$ cat src/rtl/gate_seq_pkg.sv
// Shared types, constants and golden model for the gate vector sequencer.
// Gate bit order, bit 0 first: and, or, nand, nor, xor, xnor, not.
package gate_seq_pkg;

   typedef enum logic [1:0] {
      IDLE,
      DRIVE,
      DONE
   } state_t;

   localparam int NUM_VEC   = 4;
   localparam int NUM_GATES = 7;

   localparam int GATE_AND  = 0;
   localparam int GATE_OR   = 1;
   localparam int GATE_NAND = 2;
   localparam int GATE_NOR  = 3;
   localparam int GATE_XOR  = 4;
   localparam int GATE_XNOR = 5;
   localparam int GATE_NOT  = 6;

   function automatic logic [NUM_GATES-1:0] golden(
      input logic a,
      input logic b
   );
      logic [NUM_GATES-1:0] g;
      g            = '0;
      g[GATE_AND]  = a & b;
      g[GATE_OR]   = a | b;
      g[GATE_NAND] = ~(a & b);
      g[GATE_NOR]  = ~(a | b);
      g[GATE_XOR]  = a ^ b;
      g[GATE_XNOR] = ~(a ^ b);
      g[GATE_NOT]  = ~a;
      return g;
   endfunction

endpackage

$ cat src/rtl/gate_vector_sequencer_compare.sv
// Combinational check of the seven gate responses against the golden model.
// Ports: a/b stimulus, seven gate outputs in; mismatch mask, any_mismatch out.
module gate_response_compare
   import gate_seq_pkg::*;
(
   input  logic                 a,
   input  logic                 b,
   input  logic                 out_and,
   input  logic                 out_or,
   input  logic                 out_nand,
   input  logic                 out_nor,
   input  logic                 out_xor,
   input  logic                 out_xnor,
   input  logic                 out_not,
   output logic [NUM_GATES-1:0] mismatch,
   output logic                 any_mismatch
);

   logic [NUM_GATES-1:0] resp;

   always_comb begin
      resp            = '0;
      resp[GATE_AND]  = out_and;
      resp[GATE_OR]   = out_or;
      resp[GATE_NAND] = out_nand;
      resp[GATE_NOR]  = out_nor;
      resp[GATE_XOR]  = out_xor;
      resp[GATE_XNOR] = out_xnor;
      resp[GATE_NOT]  = out_not;
   end

   assign mismatch     = resp ^ golden(a, b);
   assign any_mismatch = |mismatch;

endmodule

$ cat src/rtl/gate_vector_sequencer.sv
// Sweeps a/b through 00,01,10,11, checks gate responses, reports pass/fail.
// Ports: clk, rst_n, start in; a, b, busy, sample, done, pass, results out.
module gate_vector_sequencer
   import gate_seq_pkg::*;
#(
   parameter int DWELL  = 10,
   parameter int PASSES = 1,
   parameter int ERR_W  = 8
) (
   input  logic             clk,
   input  logic             rst_n,
   input  logic             start,
   output logic             a,
   output logic             b,
   input  logic             out_and,
   input  logic             out_or,
   input  logic             out_nand,
   input  logic             out_nor,
   input  logic             out_xor,
   input  logic             out_xnor,
   input  logic             out_not,
   output logic             busy,
   output logic             sample,
   output logic             done,
   output logic             pass,
   output logic [ERR_W-1:0] err_count,
   output logic [1:0]       fail_vec,
   output logic [6:0]       fail_mask
);

   localparam int DW = $clog2(DWELL);
   localparam int PW = (PASSES > 1) ? $clog2(PASSES) : 1;

   state_t          state;
   state_t          state_nxt;
   logic [1:0]      vec;
   logic [DW-1:0]   dcnt;
   logic [PW-1:0]   pcnt;
   logic            first_seen;
   logic [6:0]      mismatch;
   logic            any_mismatch;
   logic            at_end;
   logic            last_vec;
   logic            last_pass;
   logic            begin_run;

   gate_response_compare u_cmp (
      .a            (a),
      .b            (b),
      .out_and      (out_and),
      .out_or       (out_or),
      .out_nand     (out_nand),
      .out_nor      (out_nor),
      .out_xor      (out_xor),
      .out_xnor     (out_xnor),
      .out_not      (out_not),
      .mismatch     (mismatch),
      .any_mismatch (any_mismatch)
   );

   // The vector index is the stimulus itself: {a,b} = vec.
   assign {a, b}    = vec;
   assign busy      = (state == DRIVE);
   assign at_end    = busy && (dcnt == DW'(DWELL - 1));
   assign sample    = at_end;
   assign last_vec  = (vec == 2'(NUM_VEC - 1));
   assign last_pass = (pcnt == PW'(PASSES - 1));
   assign begin_run = start && (state != DRIVE);
   assign done      = (state == DONE);
   assign pass      = done && (err_count == '0);

   always_ff @(posedge clk or negedge rst_n) begin
      if (!rst_n) state <= IDLE;
      else        state <= state_nxt;
   end

   always_comb begin
      state_nxt = state;
      unique case (state)
         IDLE:  if (start) state_nxt = DRIVE;
         DRIVE: if (at_end && last_vec && last_pass) state_nxt = DONE;
         DONE:  if (start) state_nxt = DRIVE;
         default: state_nxt = IDLE;
      endcase
   end

   always_ff @(posedge clk or negedge rst_n) begin
      if (!rst_n) begin
         vec        <= '0;
         dcnt       <= '0;
         pcnt       <= '0;
         err_count  <= '0;
         fail_vec   <= '0;
         fail_mask  <= '0;
         first_seen <= 1'b0;
      end else if (begin_run) begin
         vec        <= '0;
         dcnt       <= '0;
         pcnt       <= '0;
         err_count  <= '0;
         fail_vec   <= '0;
         fail_mask  <= '0;
         first_seen <= 1'b0;
      end else if (busy) begin
         if (at_end) begin
            dcnt <= '0;
            // Wraps 11 -> 00, which also parks {a,b} at 00 in DONE.
            vec  <= vec + 2'd1;
            if (last_vec) pcnt <= pcnt + PW'(1);
            if (any_mismatch) begin
               if (err_count != '1) err_count <= err_count + ERR_W'(1);
               if (!first_seen) begin
                  first_seen <= 1'b1;
                  fail_vec   <= vec;
                  fail_mask  <= mismatch;
               end
            end
         end else begin
            dcnt <= dcnt + DW'(1);
         end
      end
   end

endmodule
$ cat config.mk
export PLATFORM = sky130hd
export DESIGN_NAME = gate_vector_sequencer
export DESIGN_NICKNAME = d
export VERILOG_FILES = /design/src/rtl/gate_seq_pkg.sv /design/src/rtl/gate_vector_sequencer_compare.sv /design/src/rtl/gate_vector_sequencer.sv
export SDC_FILE = /design/constraint.sdc
export NUM_CORES = 1
export LEC_CHECK = 0
export ABC_AREA = 1
export BUFFER_PORTS_ARGS = -buffer_cell sky130_fd_sc_hd__buf_2
export CORE_MARGIN = 8
export CORE_UTILIZATION = 25
export DETAILED_ROUTE_END_ITERATION = 10
export MAX_ROUTING_LAYER = met4
export PLACE_DENSITY = 0.39
export SKIP_LAST_GASP = 1
export SYNTH_ARGS = -nofsm -noshare
export SYNTH_HDL_FRONTEND = slang
export SYNTH_HIERARCHICAL = 1
export SYNTH_SLANG_ARGS = --single-unit
$ cat constraint.sdc
create_clock -name clk -period 4.91 [get_ports clk]
set_input_delay 0.491 -clock clk [delete_from_list [all_inputs] [get_ports clk]]
set_output_delay 0.491 -clock clk [all_outputs]
set_load 0.02 [all_outputs]
==> results of run 1 <==
## layout by cell type, fill, tap and decap left out, types with 2 or more instances in the layout
master     n
nand3_2    2
ha_1       7
nor2_4     3
xor2_1     3
o21ai_0    4
nand2_2    3
a21oi_1    3
and3_1     2
o21ai_2    2
nand2_1   86
clkbuf_8   3
buf_2     32
nor3_1     4
nand3_1   16
inv_1     32
nand4_1    3
nor2_1    17
dfrtp_1   27
## stage by stage
step	std cells	util (%)	instance area [um^2]	total power [mW]
final	336	30.4	1940	0.979
after global routing	336	30.4	1940	1.09
after CTS	336	30.4	1940	0.999
after detailed placement	332	29.7	1900	0.859
after global placement	332	29.7	1900	0.864
after floorplan	226	-	1670	0.718
## layout make-up
type	count	area share (%)
Multi-Input combinational cell	163	43.3
Sequential cell	27	34.8
Timing Repair Buffer	32	8.24
Inverter	33	6.37
Tap cell	77	4.96
Clock buffer	4	2.32
## worst max-delay path, stage by stage, from the launching register on
cell and delay (ns):
dfrtp_1 0.40, inv_1 0.08, ha_1 0.17, nand3_1 0.10, nor2_1 0.26, buf_2 0.23
## flip-flops by register name, indices dropped and copies added, names as in the netlist
signal,count
first_seen,1
dcnt,4
vec,2
pcnt,1
state,2
fail_vec,2
err_count,8
fail_mask,7
## cell usage after synthesis
library cell	n	area, um^2
nand3_2	2	20.0
xor2_1	3	26.3
inv_1	32	120
nand3b_4	1	20.0
buf_4	1	7.51
buf_6	1	11.3
o21ai_2	2	17.5
buf_2	1	5.00
nor3_1	4	20.0
nand3_4	1	17.5
nor2_4	3	33.8
inv_2	1	3.75
nand3_1	16	80.1
xnor2_1	1	8.76
ha_1	7	87.6
a21oi_1	3	15.0
nand2_2	3	18.8
nand4_1	3	18.8
o22ai_1	1	6.26
nor2_1	17	63.8
nand2_1	86	323
nand2_4	1	11.3
o21ai_0	4	20.0
nand3b_1	1	7.51
dfrtp_1	27	676
nor2_2	1	6.26
o21bai_1	1	7.51
and3_1	2	12.5
## routing by layer
metal	GRT usage (%)	up-vias
li1	-	762
met1	12.1	624
met2	14.3	17
met3	2.56	4
met4	2.10	0
met5	-	-
## worst paths after layout
check | endpoint | slack (ns) | cells past startpoint
max | sample | 2.90 | 5
min | fail_mask[1] | 0.24 | 1
max reg2reg | err_count[5] | 2.99 | 14
min reg2reg | fail_mask[0] | 0.48 | 2
max in group asynchronous | dcnt[1] | 4.24 | 1
min in group clk | state[1] | 0.45 | 2
## power by group
group	switching (mW)	internal [mW]	leakage, nW
Clock	0.0741	0.0584	0.0228
Sequential	0.0712	0.300	0.350
Combinational	0.314	0.161	0.768
## cells by family (layout without fill, tap and decap cells)
kind of cell | after synthesis | after routing
and+or+nand+nor | 141 | 141
xor gates and xnor gates | 4 | 4
buffers and inverters | 36 | 69
adders and majority gates | 7 | 7
AOI/OAI and AO/OA | 11 | 11
DFF | 27 | 27
==> results.sh, run 1 <==
export IMPL_endpoint_kind="output pin"
export IMPL_drt_wl_total_um=4170
export IMPL_synth_xor_area_share_pct=2.10
export IMPL_setup_slack_ns=2.90
export IMPL_met3_length_um=143
export IMPL_place_congestion=0.772
export IMPL_antenna_found_initial=0
export IMPL_status="finished clean"
export IMPL_cts_hold_buffers_added=0
export IMPL_max_cap_viol_count=0
export IMPL_clockRootBuffer="clkbuf_8"
export IMPL_startpoint="dcnt[1]"
export IMPL_grt_max_degree=28
export IMPL_core_rowCount=29
export IMPL_p_per_area_nw_per_um2=504
export IMPL_synth_area_um2=1670
export IMPL_max_vdd_ir_drop_mv=0.220
export IMPL_reg2reg_from="vec[1]"
export IMPL_htreeDepth=1
export IMPL_seq_area_frac_synth_pct=40.6
export IMPL_drt_iter0_markers=45
export IMPL_synthSimpleGateAreaFrac_pct=39.2
export IMPL_clk_pin_slew_worst_paths_ns=0.10
export IMPL_die_w_um=97.6
export IMPL_fillerInstances=723
export IMPL_p_leak_nw=1.14
export IMPL_tritoncts="built"
export IMPL_fmax_mhz=496
export IMPL_syn_area_per_cell_um2=7.37
export IMPL_synth_fa_ha_area_share_pct=5.26
export IMPL_seq_area_um2=676
export IMPL_yosysUniqueCellTypes=28
export IMPL_start_util_pct=26.1
export IMPL_synth_seq_cells=27
export IMPL_worst_pin_slew_ns=0.676
export IMPL_coreArea_um2=6390
export IMPL_drc=0
export IMPL_drive_above_1_share_pct=19.3
export IMPL_setup_tns_ns=0
export IMPL_slew_viol_final=0
export IMPL_setup_viol=0
export IMPL_highest_layer="met4"
export IMPL_post_place_ws_ns=2.98
export IMPL_postCtsSetupBuffers=0
export IMPL_cts_sinks=27
export IMPL_grt_total_usage_pct=9.41
export IMPL_worst_clock_skew_ns=0.00785
export IMPL_hp_class="in2async"
export IMPL_syn2layout_area_growth_pct=16.7
export IMPL_required_ns=4.42
export IMPL_overflow=0
export IMPL_period_minus_slack_ns=2.01
export IMPL_cts_inserted_buffers=3
export IMPL_worstSetupStartpointType="flop"
export IMPL_grt_pass1_vias=1421
export IMPL_hpwl_um=3140
export IMPL_multi_input_area_um2=842
export IMPL_ant_nets=0
export IMPL_avgRoutedWirePerCell_um=12.4
export IMPL_clock_latency_ns=0.28
export IMPL_post_cts_resized=0
export IMPL_hold_slack_ns=0.237
export IMPL_wl_met2_um=1840
export IMPL_relSlewSlack_pct=54.9
export IMPL_syn_inst=226
export IMPL_io_buffer_count=32
export IMPL_vias_per_cell=4.19
export IMPL_grt_pass1_wl_um=7190
export IMPL_first_pass_iters=4
export IMPL_synth_top_family_by_area="simple AND/OR/NAND/NOR gates"
export IMPL_ctsLongestPathBuffers=2
export IMPL_die_h_um=97.6
export IMPL_final_hold_viol_count=0
export IMPL_m1WireLength_um=2150
export IMPL_syn_num_nets=243
export IMPL_ios=33
export IMPL_diodes=0
export IMPL_worst_path_max_fanout=4
export IMPL_yosysWarnings=6
export IMPL_rsz0062_at_grt="false"
export IMPL_dr_total_vias=1407
export IMPL_synth_compound_area_share_pct=3.98
export IMPL_path_class="reg2out"
export IMPL_synthMuxAreaShare_pct=0
export IMPL_arrival_ns=1.52
export IMPL_die_area_um2=9530
export IMPL_fin_crit_sh_pct=41.0
export IMPL_fin_nets=277
(Power assumes the default switching activity.)
==> inputs of run 2 (changes only) <==
- clock period: 4.91 -> 1.9 ns (I/O delays scaled with it)
==> run 2 against run 1 <==
Against the previous run: wire length is 0.77% lower; combinational power grew to 2.8 times the previous value; utilization is 1.0 points higher; critical path depth is 5 higher; total power grew to 2.7 times the previous value; non-clock buffer count is 5 higher.
==> results.sh, run 2 (synthesized netlist as in run 1, its figures left out) <==
export IMPL_ctsLongestPathBuffers=2
export IMPL_fillerInstances=710
export IMPL_clk_pin_slew_worst_paths_ns=0.10
export IMPL_slew_viol_final=0
export IMPL_setup_tns_ns=0
export IMPL_hp_start="start"
export IMPL_worst_pin_slew_ns=0.652
export IMPL_reg2reg_from="vec[1]"
export IMPL_relSlewSlack_pct=56.6
export IMPL_final_hold_viol_count=0
export IMPL_hold_slack_ns=0.128
export IMPL_die_w_um=97.6
export IMPL_final_common_cell="nand2_1"
export IMPL_setup_viol=0
export IMPL_largest_reg_flops=8
export IMPL_worstSetupStartpointType="flop"
export IMPL_core_rowCount=29
export IMPL_min_to="state[1]"
export IMPL_worstPathCellList="buf_4 > ha_2 > xor2_1 > nor2_2 > nand2_1 > inv_2 > o21ai_2 > nand2_4 > nand2_1 > o21ai_2"
export IMPL_critical_path_buf_inv_count=2
export IMPL_cts_sinks=27
export IMPL_grt_pass1_vias=1490
export IMPL_path_class="reg2reg"
export IMPL_slowest_stage="dfrtp_1"
export IMPL_drc=0
export IMPL_period_minus_slack_ns=1.73
export IMPL_ant_nets=0
export IMPL_fmax_mhz=578
export IMPL_antenna_found_initial=0
export IMPL_max_cap_viol_count=0
export IMPL_reg_largest_list="err_count: 8 flops, fail_mask: 7 flops, dcnt: 4 flops"
export IMPL_place_congestion=0.753
export IMPL_placedInstanceArea_um2=1920
export IMPL_clock_latency_ns=0.28
export IMPL_dr_total_vias=1434
export IMPL_drt_iter0_markers=45
export IMPL_p_leak_nw=1.17
export IMPL_setup_slack_ns=0.169
export IMPL_arrival_ns=1.91
export IMPL_die_area_um2=9530
export IMPL_avgRoutedWirePerCell_um=12.1
export IMPL_clockRootBuffer="clkbuf_8"
export IMPL_worst_path_max_fanout=10
export IMPL_cts_inserted_buffers=3
export IMPL_post_place_ws_ns=0.0172
export IMPL_first_pass_iters=4
export IMPL_worst_clock_skew_ns=0.00773
export IMPL_die_h_um=97.6
export IMPL_overflow=0
export IMPL_hpwl_um=3160
export IMPL_endpoint_kind="flop"
export IMPL_ios=33
export IMPL_status="finished clean"
export IMPL_grt_total_usage_pct=9.41
export IMPL_r2r_cells=10
export IMPL_fin_crit_sh_pct=91.1
export IMPL_tritoncts="built"
export IMPL_vias_per_cell=4.21
export IMPL_coreArea_um2=6390
export IMPL_reg2reg_to="fail_vec[0]"
export IMPL_fin_area_um2=2010
export IMPL_fin_nets=282
export IMPL_diodes=0
export IMPL_drive_above_1_share_pct=23.1
export IMPL_start_util_pct=26.1
export IMPL_grt_pass1_wl_um=7240
export IMPL_max_vdd_ir_drop_mv=0.502
export IMPL_mostFrequentLayoutCells="85 x nand2_1, 32 x buf_2, 30 x inv_1"
export IMPL_hold_depth=2
export IMPL_syn2layout_area_growth_pct=20.6
export IMPL_hp_class="in2reg"
export IMPL_p_per_area_nw_per_um2=1300
export IMPL_grt_max_degree=28
export IMPL_drt_wl_total_um=4140
export IMPL_required_ns=2.08
export IMPL_r2r_slack_ns=0.17
export IMPL_crit_family="flip-flops"
export IMPL_regMostFlops="err_count"
export IMPL_io_buffer_count=32
export IMPL_htreeDepth=1
export IMPL_max_stage_delay_ns=0.42
[run 2: worst reg2reg max path: stages (launching register included)]
cell and delay [ns]:
dfrtp_1 0.42, buf_4 0.15, ha_2 0.19, xor2_1 0.22, nor2_2 0.08, nand2_1 0.08
inv_2 0.06, o21ai_2 0.17, nand2_4 0.12, nand2_1 0.10, o21ai_2 0.05
[run 2: report_power, final]
group	total, mW	internal, mW	leakage (nW)	switching (mW)
logic	1.32	0.479	0.794	0.836
clock network	0.355	0.151	0.0228	0.204
registers	0.949	0.776	0.350	0.173
total	2.62	1.41	1.17	1.21
[run 2: worst max-delay path by stage]
stage	startpoint	endpoint	slack, ns	depth (start not counted)
floorplan	vec[1]	err_count[4]	0.02	14
detailed placement	vec[1]	err_count[5]	0.02	14
CTS	vec[1]	err_count[7]	0.001	14
global route	vec[1]	fail_mask[6]	-0.004	10
finish	vec[1]	fail_vec[0]	0.17	10
global placement	vec[1]	err_count[5]	0.08	14
[run 2: timing repair]
item,in CTS,in global routing
resized for setup,0,7
endpoints found under the setup margin,0,18
endpoints found under the hold margin,27,0
setup buffers,0,1
hold buffers,1,0
[run 2: cell type report]
type,count,area [um^2],share of cell area (%)
clock buffers,4,45.0,2.24
multi-input cells,163,867,43.2
flip-flops and latches,27,676,33.6
inverters,33,124,6.17
repair buffers,37,200,9.97
well taps,77,96.3,4.80
[run 2: per-layer routing]
metal	vias up	share of wire, %	track usage [%]
met5	-	0	-
met4	0	0.75	2.10
met3	2	3.1	2.56
met2	16	46	15.2
met1	642	50	11.4
li1	774	-	-
[run 2: through the flow]
stage | cells | power (mW) | utilization, %
after floorplan | 226 | 1.86 | -
after global placement | 335 | 2.26 | 30.1
after detailed placement | 335 | 2.26 | 30.1
after CTS | 340 | 2.62 | 30.9
after global routing | 341 | 2.89 | 31.4
final | 341 | 2.62 | 31.4
==> inputs of run 3 (changes only) <==
- ABC_AREA: 1 -> default
- PLACE_DENSITY: 0.39 -> 0.4
==> run 3 against run 2 <==
Against the previous run: the flow now finishes with violations (negative setup slack); flip-flop and latch count unchanged; final cell count decreased by 10%; setup slack got worse by 0.17 ns; synthesized area decreased by 6.0%; utilization increased by 3.9 points; synthesized cell count decreased by 26%; critical path type unchanged; largest cell class unchanged; highest routed layer unchanged.
==> results.sh, run 3 <==
export IMPL_status="complete, but fails checks"
export IMPL_violations="negative setup slack"
export IMPL_clockRootBuffer="clkbuf_8"
export IMPL_final_hold_viol_count=0
export IMPL_drt_iter0_markers=65
export IMPL_max_stage_delay_ns=0.44
export IMPL_p_leak_nw=1.04
export IMPL_core_rowCount=29
export IMPL_max_cap_viol_count=0
export IMPL_syn2layout_area_growth_pct=40.2
export IMPL_hpwl_um=3180
export IMPL_setup_viol=1
export IMPL_switching_share_pct=39.4
export IMPL_place_congestion=0.736
export IMPL_htreeDepth=1
export IMPL_arrival_ns=2.07
export IMPL_p_switching_mw=1.02
export IMPL_seqPwrFrac_pct=34.0
export IMPL_ctsLongestPathBuffers=2
export IMPL_fin_area_um2=2190
export IMPL_overflow=0
export IMPL_r2r_cells=8
export IMPL_async_flop_share_pct=100
export IMPL_yosys_top_cells_count="29 x nand2_1, 27 x dfrtp_1, 14 x o21ai_0"
export IMPL_synth_area_um2=1570
export IMPL_worstSetupStartpointType="flop"
export IMPL_fmax_mhz=525
export IMPL_vias_per_cell=4.61
export IMPL_clock_latency_ns=0.27
export IMPL_start_util_pct=25.2
export IMPL_reg2reg_from="vec[0]"
export IMPL_synth_top_area_share_pct=43.2
export IMPL_synth_edf_count=0
export IMPL_endpoint_kind="flop"
export IMPL_ys_top_cells_by_area="dfrtp_1 43%, nand2_1 7.0%, ha_1 5.6%, o21ai_0 4.5%, nand3_1 3.5%"
export IMPL_die_w_um=95.1
export IMPL_clkPwrFrac_pct=12.6
export IMPL_p_total_mw=2.60
export IMPL_syn_area_per_cell_um2=9.32
export IMPL_avgRoutedWirePerCell_um=14.1
export IMPL_path_class="reg2reg"
export IMPL_max_vdd_ir_drop_mv=0.435
export IMPL_yosysWarnings=6
export IMPL_rsz0062_at_grt="true"
export IMPL_grt_pass1_wl_um=6810
export IMPL_final_common_cell="buf_2"
export IMPL_syn_inst=168
export IMPL_seq_area_frac_synth_pct=43.2
export IMPL_reg_largest_list="err_count: 8 flops, fail_mask: 7 flops, dcnt: 4 flops"
export IMPL_regMostFlops="err_count"
export IMPL_mostFrequentLayoutCells="32 x buf_2, 29 x buf_4, 28 x nand2_1"
export IMPL_clk_pin_slew_worst_paths_ns=0.09
export IMPL_tritoncts="built"
export IMPL_synthFlopType="dfrtp_1"
export IMPL_drt_wl_total_um=4320
export IMPL_p_int_mw=1.57
export IMPL_slew_viol_final=0
export IMPL_crit_end="err_count[6]"
export IMPL_synth_seq_cells=27
export IMPL_die_h_um=95.1
export IMPL_worstPathCellList="inv_2 > ha_4 > xnor2_2 > nor3_2 > nand3_2 > and3_4 > a41o_1 > o211a_1"
export IMPL_period_minus_slack_ns=1.90
export IMPL_synth_most_common_cell="nand2_1"
export IMPL_largest_reg_flops=8
export IMPL_slowest_stage="dfrtp_2"
export IMPL_grt_total_usage_pct=9.85
export IMPL_die_area_um2=9050
export IMPL_crit_family="simple AND/OR/NAND/NOR gates"
export IMPL_drc=0
export IMPL_required_ns=2.06
export IMPL_yosysUniqueCellTypes=43
export IMPL_crit_cells=8
export IMPL_cts_sinks=27
export IMPL_io_buffer_count=32
export IMPL_syn_num_nets=185
export IMPL_r2r_slack_ns=-0.004
export IMPL_first_pass_iters=4
export IMPL_fin_crit_sh_pct=100
export IMPL_critical_path_buf_inv_count=1
export IMPL_placedInstanceArea_um2=1990
export IMPL_comb_power_share_pct=53.4
export IMPL_p_per_area_nw_per_um2=1180
export IMPL_relSlewSlack_pct=56.8
export IMPL_worst_pin_slew_ns=0.648
export IMPL_fin_nets=248
export IMPL_startpoint="vec[0]"
export IMPL_grt_pass1_vias=1416
export IMPL_diodes=0
export IMPL_antenna_found_initial=0
export IMPL_hold_slack_ns=0.217
export IMPL_yosys_area_top_type="dfrtp_1"
export IMPL_coreArea_um2=6200
export IMPL_worst_clock_skew_ns=0.00204
export IMPL_ios=33
export IMPL_ant_nets=0
export IMPL_cts_inserted_buffers=3
export IMPL_setup_slack_ns=-0.00351
export IMPL_dr_total_vias=1414
export IMPL_worst_path_max_fanout=7
export IMPL_reg2reg_to="err_count[6]"
export IMPL_hp_class="in2reg"
export IMPL_grt_max_degree=28
export IMPL_drive_above_1_share_pct=41.7
[run 3: cell families after synthesis]
family | Yosys count | share of synthesized area (%)
simple gates | 72 | 26.4
compound gates | 39 | 14.9
flops | 27 | 43.2
buf+inv | 15 | 5.44
xor+xnor | 8 | 4.48
fa+ha+maj | 7 | 5.60
[run 3: routing by layer]
metal  routed length (um)  up-vias  track usage (%)
met3                  101        2             1.81
li1                     -      724                -
met5                    0        -                -
met1                 2020      675             12.0
met4                   29        0             3.12
met2                 2160       13             16.0
[run 3: stage by stage]
stage | util (%) | std cells | TNS, ns | setup slack, ns
finish | 35.4 | 307 | -0.00351 | -0.00351
detailed placement | 32.0 | 294 | -0.215 | -0.0735
global route | 35.4 | 307 | -0.497 | -0.0740
global placement | 32.0 | 294 | -0.0552 | -0.0231
CTS | 33.5 | 301 | -0.00138 | -0.00138
floorplan | - | 168 | -0.482 | -0.0772
[run 3: cell type report]
| class | count | area [um^2] |
|---|---|---|
| multi-input cells | 126 | 921 |
| well taps | 77 | 96.3 |
| fillers | 651 | 4010 |
| repair buffers | 64 | 410 |
| inverters | 9 | 43.8 |
| clock buffers | 4 | 45.0 |
| flip-flops and latches | 27 | 678 |
[run 3: worst min path at each step]
stage | start | end | cells after the start
after global routing | out_or | fail_mask[1] | 4
after floorplan | rst_n | dcnt[0] | 0
final | out_or | fail_mask[1] | 4
after detailed placement | rst_n | fail_mask[0] | 1
after CTS | out_or | fail_mask[1] | 4
after global placement | rst_n | fail_mask[0] | 1
[run 3: power groups by stage]
stage	registers, mW	logic (mW)	clock network (mW)
4_1_cts	0.885	1.30	0.345
3_3_place_gp	0.895	1.25	0
5_1_grt	0.914	1.53	0.367
2_1_floorplan	1.07	0.605	0
6_report	0.884	1.39	0.327
3_5_place_dp	0.895	1.24	0
[run 3: worst register-to-register path: cells and delay by family (launching register included)]
kind                     cells  cell delay (ns)
XOR/XNOR                     1             0.14
adder cells (fa/ha/maj)      1             0.21
AO/OA/AOI/OAI                2             0.34
buffers and inverters        1             0.08
flip-flops                   1             0.44
AND/OR/NAND/NOR              3             0.58
[run 3: timing repair]
| action | in CTS | in global routing |
|---|---|---|
| setup endpoints to repair | 9 | 17 |
| gates cloned | 0 | 0 |
| hold buffers | 1 | 0 |
| hold endpoints to repair | 27 | 0 |
| gates resized for setup | 4 | 19 |
| pin swaps | 3 | 3 |
| setup buffers | 2 | 6 |
